==> src/rtl/fetch_stage.sv <==
// Instruction-fetch stage: owns the program counter, captures the instruction
// returned combinationally by the instruction memory into the IF/ID register,
// and handles stall, branch/jump redirect with flush, syscall halt and
// misaligned-redirect error.
module fetch_stage #(
  parameter int unsigned      PC_W     = 8,
  parameter int unsigned      INSTR_W  = 32,
  parameter logic [PC_W-1:0]  RESET_PC = '0
) (
  input  logic               clk,
  input  logic               rst,
  output logic [PC_W-1:0]    pc_out,
  input  logic [INSTR_W-1:0] instr_in,
  input  logic               stall,
  input  logic               branch_taken,
  input  logic [PC_W-1:0]    branch_target,
  input  logic               jump,
  input  logic [PC_W-1:0]    jump_target,
  output logic [INSTR_W-1:0] ifid_instr,
  output logic [PC_W-1:0]    ifid_pc4,
  output logic               ifid_valid,
  output logic               halted,
  output logic               fetch_err
);

  // Fetch control states. ERR is only left through reset.
  localparam logic [1:0] ST_RUN  = 2'd0;
  localparam logic [1:0] ST_HALT = 2'd1;
  localparam logic [1:0] ST_ERR  = 2'd2;

  localparam logic [INSTR_W-1:0] SYSCALL = INSTR_W'(32'h0000_000C);
  localparam logic [PC_W-1:0]    PC_STEP = PC_W'(4);

  // Architectural state and its next-state values.
  logic [1:0]         state_q, state_d;
  logic [PC_W-1:0]    pc_q, pc_d;
  logic [INSTR_W-1:0] instr_q, instr_d;
  logic [PC_W-1:0]    pc4_q, pc4_d;
  logic               valid_q, valid_d;

  // Redirect helpers. A branch resolved in EX is older than a jump decoded in
  // ID, so its target wins when both arrive in the same cycle.
  logic [PC_W-1:0] pc_plus4;
  logic [PC_W-1:0] redirect_tgt;
  logic            tgt_misaligned;

  // Sequential PC increment wraps modulo 2^PC_W with no carry-out.
  assign pc_plus4       = pc_q + PC_STEP;
  assign redirect_tgt   = branch_taken ? branch_target : jump_target;
  assign tgt_misaligned = (redirect_tgt[1:0] != 2'b00);

  // Next-state and IF/ID update selection, priority ordered per state.
  always_comb begin
    // NOTE: every signal assigned here gets a hold default first so no path
    // leaves one unassigned, which would otherwise infer a latch.
    state_d = state_q;
    pc_d    = pc_q;
    instr_d = instr_q;
    pc4_d   = pc4_q;
    valid_d = valid_q;

    case (state_q)
      ST_RUN: begin
        if (branch_taken || jump) begin
          // Redirect flushes the wrong-path instruction, even under stall.
          instr_d = '0;
          pc4_d   = '0;
          valid_d = 1'b0;
          if (tgt_misaligned) begin
            state_d = ST_ERR;
          end else begin
            pc_d = redirect_tgt;
          end
        end else if (!stall) begin
          instr_d = instr_in;
          pc4_d   = pc_plus4;
          valid_d = 1'b1;
          if (instr_in == SYSCALL) begin
            // Pass the syscall to decode but stop fetching past it.
            state_d = ST_HALT;
          end else begin
            pc_d = pc_plus4;
          end
        end
      end

      ST_HALT: begin
        if (branch_taken) begin
          // An older branch proved the syscall speculative: resume at target.
          instr_d = '0;
          pc4_d   = '0;
          valid_d = 1'b0;
          if (tgt_misaligned) begin
            state_d = ST_ERR;
          end else begin
            pc_d    = redirect_tgt;
            state_d = ST_RUN;
          end
        end else if (!stall) begin
          instr_d = '0;
          pc4_d   = '0;
          valid_d = 1'b0;
        end
      end

      ST_ERR: begin
        instr_d = '0;
        pc4_d   = '0;
        valid_d = 1'b0;
      end

      default: begin
        // Unreachable encoding: fail safe into the sticky error state.
        state_d = ST_ERR;
        instr_d = '0;
        pc4_d   = '0;
        valid_d = 1'b0;
      end
    endcase
  end

  // State and pipeline registers with asynchronous reset.
  always_ff @(posedge clk or posedge rst) begin
    if (rst) begin
      state_q <= ST_RUN;
      pc_q    <= RESET_PC;
      instr_q <= '0;
      pc4_q   <= '0;
      valid_q <= 1'b0;
    end else begin
      // NOTE: non-blocking assignments so every register samples the
      // pre-edge values, independent of statement order.
      state_q <= state_d;
      pc_q    <= pc_d;
      instr_q <= instr_d;
      pc4_q   <= pc4_d;
      valid_q <= valid_d;
    end
  end

  // Moore outputs straight from registers.
  assign pc_out     = pc_q;
  assign ifid_instr = instr_q;
  assign ifid_pc4   = pc4_q;
  assign ifid_valid = valid_q;
  assign halted     = (state_q == ST_HALT);
  assign fetch_err  = (state_q == ST_ERR);

  // Structural invariants: fetch address stays word-aligned, and the two
  // status flags are never raised together.
  a_pc_aligned : assert property (@(posedge clk) disable iff (rst)
    pc_q[1:0] == 2'b00);
  a_flags_exclusive : assert property (@(posedge clk) disable iff (rst)
    !(halted && fetch_err));

endmodule

==> config.mk <==
export PLATFORM = sky130hd
export DESIGN_NAME = fetch_stage
export DESIGN_NICKNAME = d
export VERILOG_FILES = /design/src/rtl/fetch_stage.sv
export SDC_FILE = /design/constraint.sdc
export NUM_CORES = 1
export LEC_CHECK = 0
export BUFFER_PORTS_ARGS = -buffer_cell sky130_fd_sc_hd__buf_4
export CAP_MARGIN = 20
export CORE_UTILIZATION = 27
export CTS_CLUSTER_DIAMETER = 60
export DETAILED_ROUTE_END_ITERATION = 10
export SKIP_LAST_GASP = 1
export SLEW_MARGIN = 40
export SYNTH_ARGS = -nofsm -noshare
export SYNTH_HDL_FRONTEND = slang
export SYNTH_SLANG_ARGS = --single-unit
==> constraint.sdc <==
create_clock -name clk -period 1.5 [get_ports clk]
set_input_delay 0.15 -clock clk [delete_from_list [all_inputs] [get_ports clk]]
set_output_delay 0.15 -clock clk [all_outputs]
set_load 0.005 [all_outputs]
======== Word-level counts from Yosys, hierarchy flattened ========
Cells that the tools add are included.
word-level totals
  register bits after elaboration ......... 51
  bits in latches ......................... 0
  memory bits (writable) .................. 0
  ROM bits ................................ 0
  input port bits ......................... 53
  output and inout bits ................... 51
  word-level logic and storage cells ...... 52
  memories kept ........................... 0
cells by class
  $add $sub $neg .......................... 1
  $mul .................................... 0
  divide/modulo/power cells ............... 0
  order comparisons ....................... 0
  equality and inequality tests ........... 9
  shift-type cells ........................ 0
  multiplexer cells ....................... 29
  bitwise gates (word level) .............. 1
  reductions and logical operators ........ 7
operator list
  operator             count
  $mux 32              4
  $mux 8               10
  $pmux 32 s2          1
  $eq 32x4->1 const B  1
  $pmux 8 s2           2
  $ne 3x3->1 const B   5
  $mux 2               6
  $add 8x3->8 const B  1
  $pmux 2 s3           1
  $reduce_and 5->1     1
  $mux 1               4
  $reduce_and 4->1     1
  $reduce_bool 2->1    2
  $eq 2x1->1 const B   1
  $eq 2x2->1 const B   1
  $logic_not 2->1      1
  $ne 2x2->1 const B   1
  $pmux 1 s2           1
  $reduce_and 2->1     1
  $logic_or 1x1->1     1
  $not 1->1            1

======== Longest topological paths before layout ========
  word-level depth ........................ 5
  gate-level depth with buffers ........... 6
  depth with buffers taken out ............ 5

======== Worst setup path after synthesis ========
Ideal clock, no wire load.
  path type ............................... flip-flop to flip-flop
  start point ............................. register state_q[0]
  end point ............................... register pc_q[4] (netlist: pc_out[4])
  setup time .............................. 142 ps
  arrival ................................. 1,358 ps
  required time ........................... 1,358 ps
  path slack .............................. -1 ps
  cell stages (with the launch flop) ...... 6
  buffers on the path ..................... 0
  period minus slack after synthesis ...... 1,501 ps
  cell sequence ........................... dfrtp_1 > and2b_4 > nor2_8 > o211ai_1 > a221oi_1 > o311ai_1
between the ends
  cells in the longest elaborated chain, start to end .. 3
  elaborated cells between the ends (all ways) .. 8
  classes of those cells .................. 4 x eq/ne; 1 x mux; 3 x reduce/logical
RTL lines
  element                                                           line  RTL
  start, declared                                                   35    logic [1:0] state_q, state_d;
  start signal, assigned                                            133   state_q <= state_d;
  $eq 2x1->1 *                                                      n/a
  net halted                                                        22    output logic halted,
  $ne 2x2->1 (no line) / $reduce_bool 2->1 (equally long branches)  n/a
  $reduce_and 4->1 (no line)                                        n/a
  end signal, assigned                                              134   pc_q <= pc_d;
  end, declared                                                     36    logic [PC_W-1:0] pc_q, pc_d;
The timed path passes the listed nets; every way through them passes the cells marked *.
A chain may end at the register's enable or synchronous reset.

======== Worst setup path in the final report ========
  start point ............................. register state_q[0]
  end point ............................... register pc_q[5] (netlist: pc_out[5])
between the ends
  cells in the longest elaborated chain, start to end .. 3
  elaborated cells between the ends (all ways) .. 8
  classes of those cells .................. 4 x eq/ne; 1 x mux; 3 x reduce/logical
RTL lines
  element                                               line  RTL
  $eq 2x1->1 / $logic_not 2->1 (equally long branches)  62    case (state_q)
  $ne 2x2->1 (no line), or another cell as far along    n/a
  $reduce_and 4->1 (no line)                            n/a
Parallel ways exist; a longest one is shown, timed or not.

==> flow_summary.json <==
{
  "status": "complete, no violations",
  "netlist_instances": 191,
  "final_cell_area_um2": 3660,
  "initial_core_util_pct": 28.1,
  "critical_path.max_fanout": 5,
  "fp-row-count": 33,
  "tns_ps": 0,
  "fin_hold_ws_ps": 73.4,
  "power.density_nw_per_um2": 663,
  "clock_latency_ps": 300,
  "place_area_um2": 3460,
  "total_power_mw": 2.43,
  "fin_nets": 386,
  "htree_num_levels": 2,
  "power_switching_share_pct": 23.6,
  "synth_top_family_by_area": "compound AO/OA/AOI/OAI gates",
  "drive_gt1_share_pct": 50.8,
  "synthMuxAreaShare_pct": 2.21,
  "yosys_warnings": 0,
  "cp-end-kind": "flip-flop",
  "max_freq_mhz": 667,
  "numPortBuffers": 103,
  "die_x_um": 94.6,
  "netlist_top_cells_area": "dfrtp_1, a22o_1, nor4_1, nand2_1, buf_6",
  "cts.sinks": 51,
  "relSlewSlack_pct": 70.0,
  "peakVddDrop_uv": 365,
  "antenna_found_initial": 0,
  "total_leakage_power_nw": 1.82,
  "coreArea_um2": 8260,
  "maxCapViolations": 0,
  "dieArea_um2": 8960,
  "hpwlAfterDp_um": 4710,
  "firstDrtPassIters": 4,
  "hp-class": "input pin to flip-flop",
  "cp.required_ps": 1680,
  "skew_ps": 5.28,
  "syn-cell-area_um2": 2320,
  "synth_area_leader_cell": "dfrtp_1",
  "syn_area_per_cell_um2": 12.1,
  "setup_ws_ps": 1.77,
  "clkTransAtPathRegs_ps": 100,
  "root_buffer": "clkbuf_8",
  "cts_max_path_buffers": 2,
  "synth_seq_area_share_pct": 55.1,
  "arrival_ps": 1680,
  "num_vias": 2074,
  "drtIter0Drc": 46,
  "finalHoldViolCount": 0,
  "post-route-util_pct": 44.4,
  "synth-xor-area-share_pct": 1.51,
  "worst_pin_slew_ps": 449,
  "antenna_left": 0,
  "seq_power_share_pct": 56.5,
  "p_switching_uw": 573,
  "fillers": 797,
  "preCtsSetupSlack_ps": -266,
  "boundaryPins": 104,
  "ff_latch_area_um2": 1280,
  "ys_types": 43,
  "grt_max_degree": 42,
  "synth.ff_latch_count": 51,
  "fin_cells": 438,
  "numCtsBuffers": 5,
  "synthAdderAreaFrac_pct": 0.540,
  "p_comb_share_pct": 10.4,
  "syn2layout_area_growth_pct": 58.2,
  "antennaDiodeCount": 0,
  "grt_pass1_vias": 2018,
  "drv_slew": 0,
  "path_class": "flip-flop to flip-flop",
  "routed_wl_um": 6440,
  "synth_simple_gate_area_share_pct": 15.7,
  "fin_crit_sh_pct": 99.9,
  "wl_per_cell_um": 14.7,
  "startpoint_type": "flip-flop",
  "p_int_mw": 1.86,
  "cts_tree": "yes",
  "dp.cells": 425,
  "gr-total-overflow": 0,
  "rsz0062_at_grt": "yes",
  "place_congestion": 0.719,
  "multi_input_area_um2": 996,
  "finalCriticalPeriod_ps": 1500,
  "grt_first_pass_wirelength_um": 9690,
  "synth_top_area_share_pct": 55.1,
  "die_h_um": 94.6,
  "drc": 0,
  "synth_compound_area_share_pct": 21.2,
  "synth_nets": 245,
  "drt-vias-per-instance": 4.74,
  "pwr-share-clk_pct": 33.1,
  "grtUsageTotal_pct": 14.1,
  "finalSetupViolCount": 0
}
-- per-layer routing --
layer	up-vias	GRT usage, %	part of all wire, %
met2	79	23.4	47
met5	-	0	0
met4	0	3.41	0.89
li1	1019	-	-
met1	971	18.1	46
met3	5	3.70	6.7
-- power groups by stage --
stage | registers, mW | clock network [mW] | logic, mW
floorplan | 1.40 | 0 | 0.0757
global placement | 1.40 | 0 | 0.249
detailed placement | 1.40 | 0 | 0.252
CTS | 1.37 | 0.840 | 0.254
global route | 1.37 | 0.895 | 0.279
finish | 1.37 | 0.804 | 0.253
-- final cells by class --
class | count | share of cell area, %
Sequential cell | 51 | 34.9
Timing Repair Buffer | 143 | 31.3
Multi-Input combinational cell | 126 | 27.2
Tap cell | 105 | 3.58
Clock buffer | 5 | 1.88
Clock inverter | 3 | 0.649
Inverter | 5 | 0.512
-- state kept, by name, indices dropped and copies added (netlist names) --
name        flops
state_q         2
ifid_pc4        8
pc_out          8
ifid_instr     32
ifid_valid      1
-- layout by cell type, fill, tap and decap left out, types with 2 or more instances in the layout --
| cell | Yosys | final |
|---|---|---|
| a211oi_2 | 0 | 2 |
| a21oi_1 | 3 | 3 |
| a22o_1 | 36 | 36 |
| and2_1 | 3 | 3 |
| and3_1 | 2 | 2 |
| buf_12 | 0 | 3 |
| buf_4 | 0 | 137 |
| clkbuf_16 | 0 | 2 |
| clkbuf_8 | 0 | 5 |
| clkinvlp_4 | 0 | 2 |
| dfrtp_1 | 51 | 50 |
| inv_1 | 4 | 2 |
| inv_2 | 1 | 3 |
| mux2i_1 | 4 | 4 |
| nand2_1 | 13 | 13 |
| nand3_1 | 3 | 3 |
| nor2_1 | 6 | 6 |
| nor2b_1 | 4 | 4 |
| nor3_1 | 2 | 2 |
| nor4_1 | 8 | 7 |
| nor4_4 | 2 | 2 |
| o21ai_1 | 6 | 6 |
| o22a_1 | 3 | 3 |
| o311ai_1 | 3 | 3 |
| or2_1 | 2 | 2 |
| xor2_1 | 3 | 3 |
-- synth_stat cells --
| cell type | count |
|---|---|
| nand2_1 | 13 |
| dfrtp_1 | 51 |
| o211ai_1 | 1 |
| xor2_1 | 3 |
| nand3_1 | 3 |
| nor2_8 | 1 |
| a2111oi_0 | 1 |
| o22a_1 | 3 |
| nand3b_1 | 1 |
| inv_2 | 1 |
| o22ai_1 | 1 |
| ha_1 | 1 |
| a22o_1 | 36 |
| nor4b_2 | 1 |
| nor4_4 | 2 |
| o221ai_1 | 1 |
| a21oi_1 | 3 |
| o21ai_1 | 6 |
| or2_2 | 1 |
| and2b_4 | 1 |
| inv_1 | 4 |
| o311ai_1 | 3 |
| nor4_1 | 8 |
| nor3b_1 | 1 |
| nor3_1 | 2 |
| nor2_1 | 6 |
| nor4bb_1 | 1 |
| and3_1 | 2 |
| xnor2_1 | 1 |
| buf_2 | 5 |
| or2_1 | 2 |
| or2b_2 | 1 |
| a21o_1 | 1 |
| mux2_2 | 1 |
| mux2i_1 | 4 |
| nand4_1 | 1 |
| a211oi_1 | 2 |
| o31ai_1 | 2 |
| and2_1 | 3 |
| a221oi_1 | 1 |
| buf_6 | 4 |
| nand2b_4 | 1 |
| nor2b_1 | 4 |
-- path summary, 6_finish.rpt --
kind                                  start              to  slack (ps)  cells after the start
worst max-delay path             state_q[0]       pc_out[5]           2                      6
worst min-delay path            instr_in[5]   ifid_instr[5]          70                      2
worst max register to register   state_q[0]       pc_out[5]           2                      6
worst min register to register   ifid_valid      ifid_valid         490                      2
max in group asynchronous               rst  ifid_instr[18]         570                      4
min in group asynchronous               rst      ifid_valid         410                      3
-- worst max-delay path: stages (launching register included) --
cell and delay, ps:
dfrtp_2 450, and2b_4 200, nor2_8 90, o211ai_1 170, buf_4 190, a211oi_2 170, o311ai_1 120
-- logic make-up after synthesis --
| logic type | Yosys count |
|---|---|
| AOI/OAI and AO/OA | 61 |
| DFF | 51 |
| muxes | 5 |
| and+or+nand+nor | 55 |
| adders and majority gates | 1 |
| xor gates and xnor gates | 4 |
| buffers and inverters | 14 |
-- timing repair --
action | in CTS | in global routing
buffers inserted | 0 | 2
cloned | 0 | 2
gates resized for setup | 1 | 7
pin swaps | 1 | 8
endpoints found under the setup margin | 3 | 11
hold buffers | 1 | 0
endpoints found under the hold margin | 19 | 0
Note: power is estimated with default switching activity, not from simulation.
